File: config.mk
export PLATFORM = sky130hd
export DESIGN_NAME = alu_seq
export DESIGN_NICKNAME = d
export VERILOG_FILES = /design/src/rtl/alu_seq.sv
export SDC_FILE = /design/constraint.sdc
export NUM_CORES = 1
export LEC_CHECK = 0
export BUFFER_PORTS_ARGS = -buffer_cell sky130_fd_sc_hd__clkbuf_2
export CORE_MARGIN = 5
export CORE_UTILIZATION = 31
export DETAILED_ROUTE_END_ITERATION = 7
export GPL_ROUTABILITY_DRIVEN = 0
export GPL_TIMING_DRIVEN = 0
export PLACE_DENSITY_LB_ADDON = 0.08
export SLEW_MARGIN = 0
export SYNTH_ARGS = -nofsm -noshare
export SYNTH_HDL_FRONTEND = slang
export SYNTH_SLANG_ARGS = --single-unit
File: constraint.sdc
create_clock -name clk -period 3.4 [get_ports clk]
set_input_delay 0.51 -clock clk [delete_from_list [all_inputs] [get_ports clk]]
set_output_delay 0.51 -clock clk [all_outputs]
set_load 0.005 [all_outputs]
File: src/rtl/alu_seq.sv
// Multi-byte ALU sequencer: reads A/B bytes from data memory, chains carry through
// the 8-bit ALU, writes results back. Optional parity accumulator: ALU_SEQ_PARITY_EN.
module alu_seq (
   input  logic       clk,
   input  logic       reset,
   input  logic       start,
   input  logic [3:0] op,
   input  logic [1:0] len_m1,
   input  logic       cin_use,
   input  logic [7:0] a_base,
   input  logic [7:0] b_base,
   input  logic [7:0] d_base,
   output logic [7:0] rd_addr,
   input  logic [7:0] rd_data,
   output logic       wr_en,
   output logic [7:0] wr_addr,
   output logic [7:0] wr_data,
   output logic [3:0] alu_cmd,
   output logic [7:0] alu_a,
   output logic [7:0] alu_b,
   output logic       alu_ci,
   input  logic [7:0] alu_rslt,
   input  logic       alu_co,
   output logic       busy,
   output logic       done,
   output logic       err,
   output logic       cf,
   output logic       pf,
   output logic [2:0] dbg_state
);
   // Handshake: start is a request sampled only in IDLE; done is a one-cycle
   // completion pulse and err is meaningful only while done is high.
   typedef enum logic [2:0] {
      S_IDLE = 3'd0, S_RDA = 3'd1, S_RDB = 3'd2, S_LATB = 3'd3, S_WR = 3'd4, S_DONE = 3'd5
   } state_t;

   localparam logic [3:0] OP_ADD = 4'd0, OP_SUB = 4'd1, OP_LSL = 4'd2, OP_ASR = 4'd3, OP_LSR = 4'd4;

   state_t     state_q, state_d;
   logic [3:0] op_q, op_d;
   logic [1:0] len_q, len_d;
   logic [1:0] i_q, i_d;
   logic [7:0] a_base_q, a_base_d, b_base_q, b_base_d, d_base_q, d_base_d;
   logic [7:0] a_q, a_d, b_q, b_d;
   logic       carry_q, carry_d;
   logic       cf_q, cf_d;
   logic       err_q, err_d;
   logic       desc, chain, last;

   assign desc  = (op_q == OP_ASR) || (op_q == OP_LSR);
   assign chain = (op_q <= OP_LSR);
   assign last  = desc ? (i_q == 2'd0) : (i_q == len_q);

   always_comb begin
      state_d  = state_q;
      op_d     = op_q;
      len_d    = len_q;
      i_d      = i_q;
      a_base_d = a_base_q;
      b_base_d = b_base_q;
      d_base_d = d_base_q;
      a_d      = a_q;
      b_d      = b_q;
      carry_d  = carry_q;
      cf_d     = cf_q;
      err_d    = err_q;
      rd_addr  = 8'h00;
      wr_en    = 1'b0;
      wr_addr  = 8'h00;
      wr_data  = 8'h00;
      alu_cmd  = 4'd0;
      alu_a    = 8'h00;
      alu_b    = 8'h00;
      alu_ci   = 1'b0;
      done     = 1'b0;
      err      = 1'b0;
      case (state_q)
         S_IDLE: begin
            if (start) begin
               op_d     = op;
               len_d    = len_m1;
               a_base_d = a_base;
               b_base_d = b_base;
               d_base_d = d_base;
               err_d    = op[3];
               i_d      = ((op == OP_ASR) || (op == OP_LSR)) ? len_m1 : 2'd0;
               // SUB adds ~B, so its default carry-in of 1 completes the two's complement.
               case (op)
                  OP_ADD, OP_LSL, OP_LSR: carry_d = cin_use ? cf_q : 1'b0;
                  OP_SUB:                 carry_d = cin_use ? cf_q : 1'b1;
                  default:                carry_d = 1'b0;
               endcase
               state_d = op[3] ? S_DONE : S_RDA;
            end
         end
         S_RDA: begin
            rd_addr = a_base_q + {6'd0, i_q};
            state_d = S_RDB;
         end
         S_RDB: begin
            rd_addr = b_base_q + {6'd0, i_q};
            a_d     = rd_data;
            state_d = S_LATB;
         end
         S_LATB: begin
            b_d     = rd_data;
            state_d = S_WR;
         end
         S_WR: begin
            case (op_q)
               OP_ADD, OP_SUB: alu_cmd = 4'd0;
               OP_ASR:         alu_cmd = (i_q == len_q) ? 4'd3 : 4'd4;
               default:        alu_cmd = op_q;
            endcase
            alu_a   = a_q;
            alu_b   = (op_q == OP_SUB) ? ~b_q : b_q;
            alu_ci  = carry_q;
            wr_en   = 1'b1;
            wr_addr = d_base_q + {6'd0, i_q};
            wr_data = alu_rslt;
            carry_d = chain ? alu_co : 1'b0;
            if (last) begin
               cf_d    = chain ? alu_co : 1'b0;
               state_d = S_DONE;
            end else begin
               i_d     = desc ? (i_q - 2'd1) : (i_q + 2'd1);
               state_d = S_RDA;
            end
         end
         S_DONE: begin
            done    = 1'b1;
            err     = err_q;
            state_d = S_IDLE;
         end
         default: state_d = S_IDLE;
      endcase
   end

   always_ff @(posedge clk) begin
      if (reset) begin
         state_q  <= S_IDLE;
         op_q     <= 4'd0;
         len_q    <= 2'd0;
         i_q      <= 2'd0;
         a_base_q <= 8'h00;
         b_base_q <= 8'h00;
         d_base_q <= 8'h00;
         a_q      <= 8'h00;
         b_q      <= 8'h00;
         carry_q  <= 1'b0;
         cf_q     <= 1'b0;
         err_q    <= 1'b0;
      end else begin
         state_q  <= state_d;
         op_q     <= op_d;
         len_q    <= len_d;
         i_q      <= i_d;
         a_base_q <= a_base_d;
         b_base_q <= b_base_d;
         d_base_q <= d_base_d;
         a_q      <= a_d;
         b_q      <= b_d;
         carry_q  <= carry_d;
         cf_q     <= cf_d;
         err_q    <= err_d;
      end
   end

   assign busy      = (state_q != S_IDLE);
   assign cf        = cf_q;
   assign dbg_state = state_q;

`ifdef ALU_SEQ_PARITY_EN
   logic pf_q, pf_d;

   // Illegal ops never clear or touch the accumulator.
   always_comb begin
      pf_d = pf_q;
      if ((state_q == S_IDLE) && start && !op[3]) pf_d = 1'b0;
      else if (state_q == S_WR)                  pf_d = pf_q ^ (^alu_rslt);
   end

   always_ff @(posedge clk) begin
      if (reset) pf_q <= 1'b0;
      else       pf_q <= pf_d;
   end

   assign pf = pf_q;
`else
   assign pf = 1'b0;
`endif

endmodule

==> results.json <==
{
  "wire_per_inst_um": 14.4,
  "combPwrFrac_pct": 34.1,
  "syn_to_final_growth_pct": 29.2,
  "diodes": 0,
  "place_ws_ns": -0.486,
  "coreArea_um2": 9330,
  "rows": 35,
  "yosysTopAreaCellShare_pct": 35.6,
  "grt_max_degree": 19,
  "crit_top_cell": "nand2_1",
  "start_util_pct": 32.0,
  "hold_violations": 0,
  "whs_path_depth": 3,
  "ys.warnings.count": 0,
  "crit_chain": "buf_4, or3b_4, clkbuf_8, nand2_1, nand2_1, ha_1, inv_1, fa_2, nor2_1, xnor2_1, a211oi_2, buf_2",
  "rsz0062_at_grt": "false",
  "grt_pass1_vias": 2918,
  "r2r_cells": 7,
  "drtIter0Drc": 112,
  "crit_type": "flip-flop to output pin",
  "worst-path-max-fanout": 10,
  "p_int_mw": 1.07,
  "synth_cells": 398,
  "power_mw": 1.71,
  "drive_above_1_share_pct": 28.0,
  "cts_hold_buf": 0,
  "clock_latency_ns": 0.31,
  "numClockSinks": 53,
  "portBuffers": 102,
  "fin_hold_ws_ns": 0.408,
  "fin_ws_ns": 0.202,
  "antenna_found_initial": 0,
  "max_slew.worst_pin.slew_ns": 0.572,
  "ios": 105,
  "ir_drop_v": 0.000187,
  "vias_per_cell": 4.72,
  "placed_area_um2": 3650,
  "fin_cells": 643,
  "p_clk_share_pct": 22.1,
  "pwr_density_cell_nw_per_um2": 443,
  "switchingPower_uw": 638,
  "worstHoldPathType": "primary input to flip-flop",
  "die_area_um2": 11700,
  "num_vias": 3035,
  "synth_nets": 456,
  "synth-async-reset-ratio_pct": 0,
  "grt_pass1_wl_um": 14600,
  "cp_slowest_cell": "or3b_4",
  "ff2ff_setup_slack_ns": 1.54,
  "dp_hpwl_um": 7110,
  "slew_violations": 0,
  "ys_seq_elements": 53,
  "ant_nets": 0,
  "switching_share_pct": 37.4,
  "finalSetupTns_ns": 0,
  "clk_path_buf_depth": 2,
  "slew_headroom_pct": 61.8,
  "cts_buffers": 5,
  "synth_ff_type": "dfxtp_1",
  "leakagePower_nw": 1.76,
  "syn_area_um2": 2980,
  "die_w_um": 108,
  "fin_crit_ns": 3.20,
  "status": "finished clean",
  "ys_seq_area_share_pct": 35.6,
  "setup_viol": 0,
  "nets": 571,
  "crit_required_ns": 2.89,
  "grt_overflow": 0,
  "drc": 0,
  "grt_use_total_pct": 15.7,
  "wl_um": 9260,
  "synth_area_leaders": "dfxtp_1, nand2_1, a21oi_1",
  "clk_pin_slew_ns": 0.10,
  "ys_types": 48,
  "clockRootBuffer": "clkbuf_8",
  "synth.largest_area_cell": "dfxtp_1",
  "synth_edf_count": 0,
  "start_kind": "flip-flop",
  "die_y_um": 108,
  "cts_tree": "done",
  "skew_ns": 0.00682,
  "r2r_end": "dbg_state[2]",
  "fin_crit_sh_pct": 94.1,
  "syn_area_per_cell_um2": 7.49,
  "firstDrtPassIters": 4,
  "place_inst": 629,
  "clock.fmax_ghz": 0.313,
  "cap_violations": 0,
  "startpoint": "dbg_state[0]",
  "cts_max_level": 2,
  "critPathCaptureType": "output pin",
  "cp_slowest_stage_delay_ns": 0.44,
  "reg2reg_from": "dbg_state[1]",
  "cp.arrival_ns": 2.69,
  "pwr-share-seq_pct": 43.8,
  "fin_area_um2": 3850,
  "fin_util_pct": 41.3,
  "cp-endpoint": "rd_addr[6]"
}
-- cells in the final DEF, fill, tap and decap left out, types with 2 or more instances in the layout --
cell	synthesis	final
clkbuf_8	0	7
clkbuf_2	0	101
nor2_1	39	38
and3_1	20	20
ha_1	5	5
nand4_1	6	6
buf_4	1	9
nand3b_1	2	2
clkinvlp_4	0	2
nand2_1	98	98
a31oi_1	3	3
clkbuf_1	18	15
o31ai_1	2	2
and2_1	4	4
nor3_1	3	3
buf_2	9	8
a21oi_1	44	44
inv_1	9	9
nand3_1	6	6
o21ai_0	5	5
xnor2_1	17	17
a211oi_2	0	2
a21o_1	3	3
a211oi_1	4	2
xor2_1	9	9
dfxtp_1	53	52
mux2i_1	12	12
-- cell type report --
class	instances	area [um^2]
buffer	28	149
inverter	10	37.5
clock inverter	3	26.3
tap	129	161
multi-input combinational	306	1780
timing repair buffer	109	563
sequential	53	1060
clock buffer	5	68.8
fill	1028	5480
-- kinds of logic (layout without fill, tap and decap cells) --
group / Yosys count / count (layout) / synth area share, %
and+or+nand+nor: 188 / 188 / 28.7
xor gates and xnor gates: 26 / 26 / 7.63
buffers and inverters: 39 / 155 / 5.41
DFF: 53 / 53 / 35.6
AOI/OAI and AO/OA: 71 / 71 / 14.6
other: 1 / 1 / 0.126
adders and majority gates: 7 / 7 / 3.44
muxes: 13 / 13 / 4.53
-- how the worst min path moves through the flow --
stage                        to  slack, ns       from
finish              b_base_q[2]       0.41  b_base[2]
global route        b_base_q[7]       0.40  b_base[7]
CTS                 b_base_q[2]       0.40  b_base[2]
detailed placement       a_q[1]       0.45     a_q[1]
global placement         a_q[1]       0.44     a_q[1]
floorplan                a_q[0]       0.43     a_q[0]
-- synthesized netlist by cell type (2+ instances only) --
cell type	count
o21ai_0	5
and3_1	20
nor3_1	3
nand4_1	6
nand2_1	98
nand3b_1	2
xnor2_1	17
nor2_1	39
a211oi_1	4
o31ai_1	2
dfxtp_1	53
nand3_1	6
a21oi_1	44
xor2_1	9
fa_1	2
inv_1	9
buf_2	9
a21o_1	3
mux2i_1	12
ha_1	5
clkbuf_1	18
and2_1	4
a31oi_1	3
-- worst max-delay path: cells and delay by family (launching register included) --
family | cells | cell delay [ns]
compound gates | 1 | 0.26
xor+xnor | 1 | 0.13
fa+ha+maj | 2 | 0.41
buf+inv | 4 | 0.60
flops | 1 | 0.32
simple gates | 4 | 0.65
-- metal layers --
layer / track usage (%) / up-vias / part of all wire (%)
met5: 0 / - / 0
met1: 20.6 / 1375 / 46
met2: 26.9 / 91 / 47
li1: - / 1562 / -
met4: 3.07 / 0 / 0.77
met3: 3.28 / 7 / 6.6
-- power groups by stage --
stage,Combinational [mW],Sequential [mW],Clock (mW)
CTS,0.571,0.746,0.392
global placement,0.544,0.758,0
finish,0.582,0.746,0.377
detailed placement,0.549,0.759,0
global route,0.653,0.757,0.411
floorplan,0.363,0.742,0
-- sequential cells by signal, summed over array words and instances, names as in the netlist --
name / flops
a_base_q: 8
a_q: 8
b_base_q: 8
b_q: 8
d_base_q: 8
op_q: 4
dbg_state: 3
i_q: 2
len_q: 2
carry_q: 1
cf: 1
-- timing repair --
action	in CTS	in global routing
setup buffers	2	5
pin swaps	0	4
gates resized for setup	12	5
setup endpoints to repair	7	2
Power figures use the tool's default switching activity.
